File: config.mk
export PLATFORM = sky130hd
export DESIGN_NAME = opb_register_simulink2ppc_capture
export DESIGN_NICKNAME = d
export VERILOG_FILES = /design/src/rtl/opb_register_simulink2ppc_capture_pkg.sv /design/src/rtl/opb_slave_ack_fsm.sv /design/src/rtl/opb_register_simulink2ppc_capture.sv
export SDC_FILE = /design/constraint.sdc
export NUM_CORES = 1
export LEC_CHECK = 0
export CAP_MARGIN = 20
export CORE_MARGIN = 5
export CORE_UTILIZATION = 46
export DETAILED_ROUTE_END_ITERATION = 10
export GPL_TIMING_DRIVEN = 0
export PLACE_DENSITY = 0.84
export SLEW_MARGIN = 20
export SYNTH_ARGS = -nofsm -noshare
export SYNTH_HDL_FRONTEND = slang
export SYNTH_SLANG_ARGS = --single-unit
File: constraint.sdc
create_clock -name OPB_Clk -period 3.6 [get_ports OPB_Clk]
set_input_delay 0.36 -clock OPB_Clk [delete_from_list [all_inputs] [get_ports OPB_Clk]]
set_output_delay 0.36 -clock OPB_Clk [all_outputs]
set_load 0.005 [all_outputs]
File: src/rtl/opb_register_simulink2ppc_capture_pkg.sv
// Shared definitions for the fabric-to-PowerPC capture register and its OPB ack FSM.
// Latency: n/a (types, constants and pure helper functions only).
// Backpressure: n/a.
package opb_register_simulink2ppc_capture_pkg;

  // Word offsets inside the block's address window (byte offset bits [3:2])
  localparam logic [1:0] REG_DATA   = 2'd0;
  localparam logic [1:0] REG_STATUS = 2'd1;
  localparam logic [1:0] REG_RSVD2  = 2'd2;
  localparam logic [1:0] REG_RSVD3  = 2'd3;

  // STATUS word layout
  localparam int NEW_BIT = 0;
  localparam int OVR_LSB = 16;
  localparam int OVR_W   = 16;

  // Overrun counter saturates here rather than wrapping
  localparam logic [OVR_W-1:0] OVR_MAX = 16'hFFFF;

  // One OPB transfer per select assertion: ack once, then wait for select to drop
  typedef enum logic [1:0] {
    IDLE = 2'd0,
    ACK  = 2'd1,
    WAIT = 2'd2
  } ack_state_t;

  // Assemble the STATUS word from the new-data flag and the overrun count
  function automatic logic [31:0] status_word(input logic new_flag,
                                              input logic [OVR_W-1:0] ovr);
    logic [31:0] w;
    w                    = '0;
    w[NEW_BIT]           = new_flag;
    w[OVR_LSB +: OVR_W]  = ovr;
    return w;
  endfunction

  // Overrun counter update: a STATUS clear restarts the count (an overrun on the
  // same edge counts as the first one); otherwise increment with saturation.
  function automatic logic [OVR_W-1:0] ovr_next(input logic [OVR_W-1:0] ovr,
                                                input logic inc,
                                                input logic clr);
    logic [OVR_W-1:0] n;
    if (clr) begin
      n = inc ? {{(OVR_W-1){1'b0}}, 1'b1} : '0;
    end else if (inc && (ovr != OVR_MAX)) begin
      n = ovr + 1'b1;
    end else begin
      n = ovr;
    end
    return n;
  endfunction

endpackage

File: src/rtl/opb_slave_ack_fsm.sv
// OPB slave address decode plus the IDLE/ACK/WAIT handshake, reusable by any OPB register slave.
// Latency: xfer_ack asserts the cycle after the hit cycle and lasts exactly one cycle.
// Backpressure: none; after the ack the FSM parks in WAIT until the master drops select.
module opb_slave_ack_fsm
  import opb_register_simulink2ppc_capture_pkg::*;
#(
  parameter int unsigned                C_OPB_AWIDTH = 32,
  parameter logic [C_OPB_AWIDTH-1:0]    C_BASEADDR   = 32'h01180C00,
  parameter logic [C_OPB_AWIDTH-1:0]    C_HIGHADDR   = 32'h01180CFF
) (
  input  logic                  clk,
  input  logic                  rst,
  input  logic [0:C_OPB_AWIDTH-1] abus,
  input  logic                  select,
  input  logic                  rnw,
  output logic                  hit,
  output logic [1:0]            hit_offset,
  output logic                  xfer_ack,
  output logic                  ack_rnw,
  output logic [1:0]            ack_offset,
  output ack_state_t            state
);

  logic [C_OPB_AWIDTH-1:0] addr;
  logic [C_OPB_AWIDTH-1:0] rel;
  logic                    in_window;
  logic                    unused_rel_bits;

  // OPB numbers bit 0 as MSB; a packed copy into a descending vector keeps the numeric value
  assign addr      = abus;
  assign in_window = (addr >= C_BASEADDR) && (addr <= C_HIGHADDR);
  assign rel       = addr - C_BASEADDR;
  assign hit_offset = rel[3:2];
  assign unused_rel_bits = ^{rel[C_OPB_AWIDTH-1:4], rel[1:0]};

  // A new transfer is only accepted from IDLE, so a held select cannot re-trigger
  assign hit = select && in_window && (state == IDLE);

  // Handshake FSM with registered ack and latched transfer attributes
  always_ff @(posedge clk) begin
    if (rst) begin
      state      <= IDLE;
      xfer_ack   <= 1'b0;
      ack_rnw    <= 1'b0;
      ack_offset <= REG_DATA;
    end else begin
      case (state)
        IDLE: begin
          xfer_ack <= 1'b0;
          if (hit) begin
            state      <= ACK;
            xfer_ack   <= 1'b1;
            ack_rnw    <= rnw;
            ack_offset <= hit_offset;
          end
        end
        ACK: begin
          xfer_ack <= 1'b0;
          state    <= WAIT;
        end
        WAIT: begin
          xfer_ack <= 1'b0;
          if (!select) begin
            state <= IDLE;
          end
        end
        default: begin
          xfer_ack <= 1'b0;
          state    <= IDLE;
        end
      endcase
    end
  end

endmodule

File: src/rtl/opb_register_simulink2ppc_capture.sv
// OPB read-back register capturing a fabric word, with sticky new flag and saturating overrun count.
// Latency: capture visible 1 cycle after user_valid; OPB ack/data 1 cycle after the address hit.
// Backpressure: fabric is never stalled; user_pending mirrors the new flag so fabric may throttle itself.
module opb_register_simulink2ppc_capture
  import opb_register_simulink2ppc_capture_pkg::*;
#(
  parameter int unsigned             C_OPB_AWIDTH = 32,
  parameter int unsigned             C_OPB_DWIDTH = 32,
  parameter logic [C_OPB_AWIDTH-1:0] C_BASEADDR   = 32'h01180C00,
  parameter logic [C_OPB_AWIDTH-1:0] C_HIGHADDR   = 32'h01180CFF,
  parameter string                   C_FAMILY     = "virtex6"
) (
  input  logic                     OPB_Clk,
  input  logic                     OPB_Rst,
  input  logic [0:C_OPB_AWIDTH-1]  OPB_ABus,
  input  logic [0:3]               OPB_BE,
  input  logic [0:C_OPB_DWIDTH-1]  OPB_DBus,
  input  logic                     OPB_RNW,
  input  logic                     OPB_select,
  input  logic                     OPB_seqAddr,
  output logic [0:C_OPB_DWIDTH-1]  Sl_DBus,
  output logic                     Sl_xferAck,
  output logic                     Sl_errAck,
  output logic                     Sl_retry,
  output logic                     Sl_toutSup,
  input  logic [31:0]              user_data_in,
  input  logic                     user_valid,
  output logic                     user_pending
);

  logic             hit;
  logic [1:0]       hit_offset;
  logic             ack_rnw;
  logic [1:0]       ack_offset;
  ack_state_t       fsm_state;

  logic [31:0]      shadow_q;
  logic             new_q;
  logic [OVR_W-1:0] ovr_q;
  logic             be_any_q;

  logic             data_rd_clr;
  logic             status_wr_clr;
  logic             ovr_inc;
  logic [31:0]      rd_word;
  logic             unused_inputs;

  // Nothing in this block is writable with data; writes only act as strobes
  assign unused_inputs = ^{OPB_DBus, OPB_seqAddr, fsm_state};

  assign Sl_errAck  = 1'b0;
  assign Sl_retry   = 1'b0;
  assign Sl_toutSup = 1'b0;

  opb_slave_ack_fsm #(
    .C_OPB_AWIDTH (C_OPB_AWIDTH),
    .C_BASEADDR   (C_BASEADDR),
    .C_HIGHADDR   (C_HIGHADDR)
  ) u_fsm (
    .clk        (OPB_Clk),
    .rst        (OPB_Rst),
    .abus       (OPB_ABus),
    .select     (OPB_select),
    .rnw        (OPB_RNW),
    .hit        (hit),
    .hit_offset (hit_offset),
    .xfer_ack   (Sl_xferAck),
    .ack_rnw    (ack_rnw),
    .ack_offset (ack_offset),
    .state      (fsm_state)
  );

  // Side effects of a transfer land on the ack edge
  assign data_rd_clr   = Sl_xferAck && ack_rnw && (ack_offset == REG_DATA);
  assign status_wr_clr = Sl_xferAck && !ack_rnw && (ack_offset == REG_STATUS) && be_any_q;

  // A capture on top of unread data is an overrun, unless the read clears it on this very edge
  assign ovr_inc = user_valid && new_q && !data_rd_clr;

  // Read mux, evaluated on the hit cycle so the response reflects pre-edge state
  always_comb begin
    rd_word = '0;
    case (hit_offset)
      REG_DATA:   rd_word = shadow_q;
      REG_STATUS: rd_word = status_word(new_q, ovr_q);
      default:    rd_word = '0;
    endcase
  end

  // Registered read data: driven only during the ack cycle, zero otherwise
  always_ff @(posedge OPB_Clk) begin
    if (OPB_Rst) begin
      Sl_DBus <= '0;
    end else if (hit && OPB_RNW) begin
      Sl_DBus <= rd_word;
    end else begin
      Sl_DBus <= '0;
    end
  end

  // Remember whether the write carried any byte enable, for use on the ack edge
  always_ff @(posedge OPB_Clk) begin
    if (OPB_Rst) begin
      be_any_q <= 1'b0;
    end else if (hit) begin
      be_any_q <= |OPB_BE;
    end
  end

  // Shadow capture and sticky new flag; a capture beats a simultaneous DATA-read clear
  always_ff @(posedge OPB_Clk) begin
    if (OPB_Rst) begin
      shadow_q <= '0;
      new_q    <= 1'b0;
    end else begin
      if (user_valid) begin
        shadow_q <= user_data_in;
        new_q    <= 1'b1;
      end else if (data_rd_clr) begin
        new_q    <= 1'b0;
      end
    end
  end

  // Saturating overrun counter, cleared by a byte-enabled STATUS write
  always_ff @(posedge OPB_Clk) begin
    if (OPB_Rst) begin
      ovr_q <= '0;
    end else begin
      ovr_q <= ovr_next(ovr_q, ovr_inc, status_wr_clr);
    end
  end

  assign user_pending = new_q;

endmodule

* Word level (Yosys, flattened, before mapping) *
Cells that the tools add are included.

operators by class
  add/subtract/negate cells = 2
  reduce and logical (&&, ||, !) cells = 24
  mux-type cells = 10
  bitwise gates (word level) = 2
  magnitude comparators = 2
  eq/ne operators = 7

operator list
  cell                                                                                   number
  32-bit case mux with 2 select lines                                                    1
  32-bit by 25-bit greater-or-equal comparator with 1-bit output, second input constant  1
  32-bit by 25-bit <= comparator with 1-bit output, second input constant                1
  16-bit two-way mux                                                                     2
  16-bit by 1-bit adder with 16-bit output, second input constant                        1
  16-bit inequality test, second input constant                                          1
  1-bit logical AND                                                                      12
  2-bit by 1-bit == test with 1-bit output, second input constant                        3
  2-bit logical NOT                                                                      3
  2-bit case mux with 3 select lines                                                     1
  1-bit two-way mux                                                                      4
  2-bit two-way mux                                                                      2
  2-bit inequality test, second input constant                                           2
  2-bit AND reduction                                                                    2
  2-bit nonzero test                                                                     2
  2-bit OR reduction                                                                     2
  4-bit OR reduction                                                                     1
  4-bit by 1-bit subtractor with 4-bit output, second input constant                     1
  2-bit == test, second input constant                                                   1
  1-bit logical NOT                                                                      2
  1-bit NOT                                                                              2

storage, ports and cells
  register bits = 88
  input bits = 106
  output and inout port bits = 37
  word-level logic and storage cells = 56

* Depth between registers and ports, before layout *
Gate-level depths: netlist of the first run.

  word-level depth = 7
  gate-level depth with buffers = 6
  depth with buffers taken out = 5

* Hierarchy *
Synthesis of the first run repeated with hierarchy kept, for this count alone.

unflattened totals
  cell total of the unflattened synthesis = 345
  area total of the unflattened synthesis = 3,465.8 sq um

by module, submodules not included
  module                             times used  sequential area each (sq um)  area an instance (sq um)  cells each
  opb_register_simulink2ppc_capture  1           1,641.6                       3,118.0                   313
  opb_slave_ack_fsm                  1           120.1                         347.8                     32

* Least setup slack after synthesis of the first run *
No wires, ideal clock.

  path kind = reg2reg
  start point = register ovr_q[0]
  end point = register ovr_q[2]
  setup time = 0.059 ns
  buffers on the path = 1
  data required time = 3.541 ns
  setup slack = 2.029 ns
  clock period less this slack = 1.571 ns
  arrival time = 1.512 ns
  stages on the path, launching flop included = 7
  path through = dfxtp_1 ha_1 nand4_1 nor4_2 buf_4 or4_1 nand2_1

on the way
  longest elaborated chain between the ends = 3
  elaborated cells between the ends (all ways) = 6
  those cells by class = 1 x add/sub; 1 x eq/ne; 2 x mux; 2 x reduce/logical

RTL lines
  what                                                                                       line                                                                                      text
  start, declared                                                                            opb_register_simulink2ppc_capture.sv:39                                                   logic [OVR_W-1:0] ovr_q;
  start signal, assigned                                                                     opb_register_simulink2ppc_capture.sv:130                                                  ovr_q <= ovr_next(ovr_q, ovr_inc, status_wr_clr);
  16-bit by 1-bit adder with 16-bit output / 16-bit inequality test (equally long branches)  opb_register_simulink2ppc_capture_pkg.sv:46, opb_register_simulink2ppc_capture_pkg.sv:45
  16-bit two-way mux / 1-bit logical AND (equally long branches)                             opb_register_simulink2ppc_capture_pkg.sv:45                                               end else if (inc && (ovr != OVR_MAX)) begin
  16-bit two-way mux / 2-bit nonzero test (equally long branches)                            --

Parallel ways exist; a longest one is shown, timed or not. The select of a mux whose other input is x is not followed.
A chain may end at the register's enable or synchronous reset.

* Final worst setup path of the first run *
  start point = register ovr_q[0]
  end point = register ovr_q[0]

Same word-level chain as after synthesis.

==> impl_metrics.yaml, run 1 <==
floorplan:
  die_w_um: 97.8
  row_count: 32
  coreArea_um2: 7610
  die_h_um: 97.8
  initial_utilization: 0.466
  top_level_ports: 143
  die_area_um2: 9560
grt:
  antenna_found_initial: 0
  grt_pass1_vias: 3084
  gr-total-overflow: 0
  grtUsageTotal: 0.190
  grt_max_degree: 16
  grt_pass1_wl_um: 14900
finish:
  diodes: 0
  syn_to_final_growth_pct: 37.4
  register_area_um2: 1760
  nets: 567
  num-fill-cells: 629
  drive_gt1_frac: 0.0989
  fin_area_um2: 4870
  multi_input_area_um2: 1660
logic_synthesis:
  synth_area_um2: 3540
  synth_ff_type: "dfxtp_1"
  synth_edf_count: 0
  ys_ff_latch: 88
  yosysUniqueCellTypes: 44
  synthCells: 350
  post_synth.cell_area_avg_um2: 10.1
  ys_seq_area_frac: 0.497
  yosys_warnings: 0
  async_reset_ff_frac: 0
timing:
  slew_viol_final: 0
  fin_ws_ps: 1580
  final.period_utilization: 0.562
  period_minus_slack_ps: 2020
  fmax_mhz: 495
  hold_violations: 0
  setup_viol: 0
  tightest_slew_ps: 763
  whs_ps: 342
  rsz0062_at_grt: "false"
  worst_slew_margin_rel: 0.492
  tns_ps: 0
  clock-skew-final_ps: 5.63
power:
  ir_drop_mv: 0.361
  total_power_mw: 1.92
  power.density_nw_per_um2: 395
  p_leak_nw: 1.87
hold_path:
  holdPathEnd: "shadow_q[2]$_SDFFE_PP0P_"
  hold_path_depth: 3
  hold_path.class: "primary input to register"
  hp-start: "user_valid"
setup_path:
  critPathMaxFanout: 10
  cp-start-kind: "register"
  max_stage_delay_ps: 440
  worstSetupEndpointType: "register"
  critPathMostFrequentCell: "a31oi_1"
  r2r_slack_ps: 1580
  crit_chain: "ha_1 > nand4_1 > nor4_2 > buf_4 > a31oi_1 > a31oi_1"
  timing.rr.start: "ovr_q[0]$_SDFFE_PP0P_"
  cp.arrival_ps: 2310
  setup.worst_path.class: "register to register"
  r2r-end: "ovr_q[0]$_SDFFE_PP0P_"
  critPathSlowestCell: "dfxtp_1"
  cp.required_ps: 3890
  r2r_cells: 6
clocking:
  clock_sinks: 88
  cts_tree: "built"
  cts_root_buf: "clkbuf_8"
  htree_levels: 3
  cts_resized: 0
  clockBufferDepth: 2
  worstSkewPairLatency_ps: 360
  cts_setup_buffers: 0
  clk_pin_slew_ps: 90
  cts_buffers: 9
  cts_hold_buf: 0
detailed_routing:
  first_pass_iters: 4
  viasPerCell: 5.23
  vias: 2966
  wl_um: 8860
  drt-initial-drc-count: 195
  drc: 0
  ant_nets: 0
  routedWlPerCell_um: 15.6
placed_design:
  pre_cts_slack_ps: 1300
  port-buffer-count: 97
  dp_hpwl_um: 6780
  dpl-instance-area_um2: 4650
  place.gp.congestion: 0.872
outcome:
  status: "finished, final reports clean"
run:
  maxCapViolCount: 0
worst max path at each step:
| stage | cells past startpoint | slack [ps] | startpoint | to |
|---|---|---|---|---|
| 4_1_cts | 6 | 1650 | ovr_q[0]$_SDFFE_PP0P_ | ovr_q[0]$_SDFFE_PP0P_ |
| 6_report | 6 | 1580 | ovr_q[0]$_SDFFE_PP0P_ | ovr_q[0]$_SDFFE_PP0P_ |
| 3_5_place_dp | 6 | 1300 | OPB_ABus[0] | Sl_DBus[16]$_SDFF_PP0_ |
| 2_1_floorplan | 6 | 2030 | ovr_q[0]$_SDFFE_PP0P_ | ovr_q[2]$_SDFFE_PP0P_ |
| 3_3_place_gp | 6 | 1300 | OPB_ABus[9] | Sl_DBus[23]$_SDFF_PP0_ |
| 5_1_grt | 6 | 1480 | ovr_q[0]$_SDFFE_PP0P_ | ovr_q[0]$_SDFFE_PP0P_ |
cells in the mapped netlist (all sizes together), types with 2 or more instances:
library cell / number / area share
mux2i: 52 / 0.15
a21oi: 15 / 0.021
nand2b: 3 / 0.0053
nand2: 14 / 0.015
and2: 17 / 0.030
buf: 15 / 0.026
nand3: 11 / 0.018
o211ai: 3 / 0.0064
and3: 2 / 0.0035
inv: 2 / 0.0021
nor2: 52 / 0.055
or3: 2 / 0.0035
a31oi: 2 / 0.0035
o31ai: 8 / 0.017
nor3: 3 / 0.0042
clkbuf: 8 / 0.0088
nand4: 11 / 0.023
and4: 4 / 0.011
o21ai: 5 / 0.0071
nor4b: 6 / 0.029
nor4: 7 / 0.022
dfxtp: 88 / 0.50
or4: 9 / 0.019
worst max-delay path, delay by kind of cell, from the launching register on:
kind / cells / cell delay [ps]
simple gates: 2 / 630
flops: 1 / 440
fa+ha+maj: 1 / 370
compound gates: 2 / 260
buf+inv: 1 / 250
report_power, final:
group          switching, mW  internal (mW)  total (mW)
registers             0.0133          0.995        1.01
logic                 0.0627          0.102       0.164
clock network          0.356          0.392       0.748
layout make-up:
cell class,count,area share
flip-flops and latches,88,0.362
clock buffers,9,0.0254
plain buffers,23,0.0257
clock inverters,7,0.0195
inverters,2,0.00154
repair buffers,97,0.199
well taps,102,0.0262
multi-input cells,239,0.340
registers in the layout (all words and copies together) (netlist names):
name and flops:
Sl_DBus 32, shadow_q 32, ovr_q 16, u_fsm.ack_offset 2
u_fsm.state 2, be_any_q 1, u_fsm.ack_rnw 1, u_fsm.xfer_ack 1
user_pending 1
cell families after synthesis:
logic type	after synthesis	synth area share
AO/OA/AOI/OAI	37	0.0642
AND/OR/NAND/NOR	146	0.250
other	1	0.00106
buffers and inverters	25	0.0374
adder cells (fa/ha/maj)	1	0.00353
flip-flops	88	0.497
multiplexers	52	0.147
cell usage in the layout (no fill, tap or decap), types with 2 or more instances in the layout:
cell type and count:
buf_2 9, a31oi_1 2, nand4_2 2, mux2i_1 52, clkinv_2 2, nor4b_2 3
conb_1 3, bufinv_16 2, nand3_1 9, nor2_1 52, o21ai_0 5, nor3_1 3
clkbuf_1 7, nand2_1 14, nand2b_1 3, or3_1 2, nor4_2 3, inv_1 2
o31ai_1 8, nor4_1 3, o211ai_1 3, a21oi_1 15, nand3_2 2, or4_1 9
and4_1 3, dfxtp_1 88, buf_4 5, clkbuf_8 9, nand4_1 9, clkdlybuf4s50_1 97
nor4b_4 2, and3_1 2, and2_1 17
layer usage:
metal,share of wire,wire length [um],track usage,up-vias
li1,-,-,-,1468
met1,0.40,3520,0.220,1387
met2,0.51,4480,0.321,102
met3,0.086,765,0.0743,9
met4,0.010,89,0.0628,0
met5,0,0,0,-
per-stage QoR:
stage / std cells / util
after global routing: 567 / 0.640
after detailed placement: 551 / 0.611
after CTS: 567 / 0.640
after floorplan: 352 / -
final: 567 / 0.640
after global placement: 551 / 0.611
No activity file was read; power rests on OpenSTA's default activity.
==> run 2: changes to the inputs <==
--- a/config.mk
+++ b/config.mk
@@ -7,10 +7,10 @@
 export LEC_CHECK = 0
 export CAP_MARGIN = 20
 export CORE_MARGIN = 5
-export CORE_UTILIZATION = 46
+export CORE_UTILIZATION = 39
 export DETAILED_ROUTE_END_ITERATION = 10
 export GPL_TIMING_DRIVEN = 0
-export PLACE_DENSITY = 0.84
+export PLACE_DENSITY = 0.75
 export SLEW_MARGIN = 20
 export SYNTH_ARGS = -nofsm -noshare
 export SYNTH_HDL_FRONTEND = slang
==> constraint.sdc (replaced) <==
create_clock -name OPB_Clk -period 1.8 [get_ports OPB_Clk]
set_input_delay 0.18 -clock OPB_Clk [delete_from_list [all_inputs] [get_ports OPB_Clk]]
set_output_delay 0.18 -clock OPB_Clk [all_outputs]
set_load 0.005 [all_outputs]
==> run 2 against run 1 <==
Compared with the run above:
- largest cell class unchanged
- hold slack got worse by 170 ps
- clock skew increased by 4.6 ps
- critical path depth unchanged
- fmax grew 16%
- combinational power is 100% higher
- utilization fell by 7.8 points
- clock-buffer cell count increased by 1
- total power grew 91%
- routed wire length shrank 1.6%
==> impl_metrics.yaml, run 2 (same netlist as run 1, synthesis figures left out) <==
outcome:
  status: "finished, final reports clean"
power:
  cellInternalPower_mw: 2.83
  total_power_mw: 3.67
  pwr-share-clk: 0.360
  switching_share: 0.229
  p_sw_uw: 841
  combPwrFrac: 0.090
  ir_drop_mv: 0.367
  p_leak_nw: 1.90
  power.sequential.fraction: 0.549
  power.density_nw_per_um2: 742
timing:
  tns_ps: 0
  hold_violations: 0
  period_minus_slack_ps: 1740
  tightest_slew_ps: 787
  fin_ws_ps: 61.7
  setup_viol: 0
  clock-skew-final_ps: 10.3
  slew_viol_final: 0
  final.period_utilization: 0.966
  worst_slew_margin_rel: 0.475
  fmax_mhz: 575
detailed_routing:
  ant_nets: 0
  drc: 0
  drt-initial-drc-count: 111
  first_pass_iters: 4
  wl_um: 8710
  vias: 2972
  viasPerCell: 5.15
  routedWlPerCell_um: 15.1
grt:
  antenna_found_initial: 0
  grt_pass1_vias: 3046
  gr-total-overflow: 0
  grtUsageTotal: 0.156
  grt_max_degree: 15
  grt_pass1_wl_um: 14300
run:
  maxCapViolCount: 0
finish:
  diodes: 0
  top_regs: "Sl_DBus (32), shadow_q (32), ovr_q (16)"
  mostFrequentLayoutCell: "clkdlybuf4s50_1"
  drive_gt1_frac: 0.119
  finalNonFillerCells: 577
  nets: 572
  num-fill-cells: 745
  postLayoutCoreUtil: 0.562
  most-common-layout-cells: "clkdlybuf4s50_1, dfxtp_1, mux2i_1, nor2_1, and2_1"
  syn_to_final_growth_pct: 39.5
setup_path:
  cp-start-kind: "register"
  worstSetupEndpointType: "register"
  setup.worst_path.class: "register to register"
  cp.arrival_ps: 1960
  critPathMaxFanout: 10
  cp.required_ps: 2020
floorplan:
  row_count: 34
  top_level_ports: 143
  die_h_um: 105
  initial_utilization: 0.403
  die_w_um: 105
  die_area_um2: 11100
  coreArea_um2: 8810
placed_design:
  dp_hpwl_um: 6530
  port-buffer-count: 97
  place.gp.congestion: 0.824
  pre_cts_slack_ps: -303
  dp_cells: 557
clocking:
  cts_root_buf: "clkbuf_8"
  cts_hold_buf: 0
  cts_tree: "built"
  clockBufferDepth: 2
  worstSkewPairLatency_ps: 360
  clock_sinks: 88
  clk_pin_slew_ps: 80
  cts_buffers: 9
  htree_levels: 3
hold_path:
  hold_path.class: "primary input to register"
## run 2: metal layers
metal / GRT usage / share of wire
met1: 0.183 / 0.42
met3: 0.0306 / 0.053
met4: 0.0656 / 0.025
met2: 0.278 / 0.50
met5: 0 / 0
## run 2: per-stage QoR
step	area, um^2	hold slack (ps)
2_1_floorplan	3550	327
3_3_place_gp	4660	436
3_5_place_dp	4660	440
4_1_cts	4880	177
5_1_grt	4950	191
6_report	4950	171
## run 2: power by group through the flow
stage	Clock [mW]	Sequential, mW	Combinational, mW
floorplan	0	2.05	0.151
global route	1.44	2.02	0.361
global placement	0	2.06	0.320
CTS	1.35	2.02	0.332
detailed placement	0	2.06	0.330
finish	1.32	2.02	0.331
## run 2: cell type report
| type | count | area [um^2] | share of cell area |
|---|---|---|---|
| Buffer | 23 | 131 | 0.0266 |
| Clock buffer | 10 | 128 | 0.0258 |
| Clock inverter | 5 | 58.8 | 0.0119 |
| Inverter | 2 | 7.51 | 0.00152 |
| Multi-Input combinational cell | 239 | 1710 | 0.346 |
| Sequential cell | 88 | 1770 | 0.357 |
| Tap cell | 108 | 135 | 0.0273 |
| Timing Repair Buffer | 102 | 1010 | 0.204 |
## run 2: path summary, 6_finish.rpt
check                           slack, ps                      start                        to  cells past startpoint
worst max-delay path                   60      ovr_q[0]$_SDFFE_PP0P_     ovr_q[0]$_SDFFE_PP0P_                      6
worst min-delay path                  170                 user_valid  shadow_q[2]$_SDFFE_PP0P_                      3
worst max register to register         60      ovr_q[0]$_SDFFE_PP0P_     ovr_q[0]$_SDFFE_PP0P_                      6
worst min register to register        450  shadow_q[15]$_SDFFE_PP0P_    Sl_DBus[16]$_SDFF_PP0_                      1
## run 2: what timing repair did
action                                 in CTS  in global routing
pin swaps                                   2                  3
resized for setup                           3                 11
setup buffers                               2                  3
endpoints found under the hold margin       0                  0
setup endpoints to repair                  12                 31
## run 2: critical path, stage by stage (launching register included)
cell     delay (ps)
dfxtp_4         400
ha_4            190
nand4_1         200
nor4_4          420
buf_6           190
or3_1           120
a31oi_1          80
==> run 3: changes to the inputs <==
--- a/config.mk
+++ b/config.mk
@@ -8,6 +8,7 @@
 export CAP_MARGIN = 20
 export CORE_MARGIN = 5
 export CORE_UTILIZATION = 39
+export CTS_CLUSTER_SIZE = 12
 export DETAILED_ROUTE_END_ITERATION = 10
 export GPL_TIMING_DRIVEN = 0
 export PLACE_DENSITY = 0.75
==> results of run 3 <==
No change in the layout: final DEF, timing and power equal those of run 2.
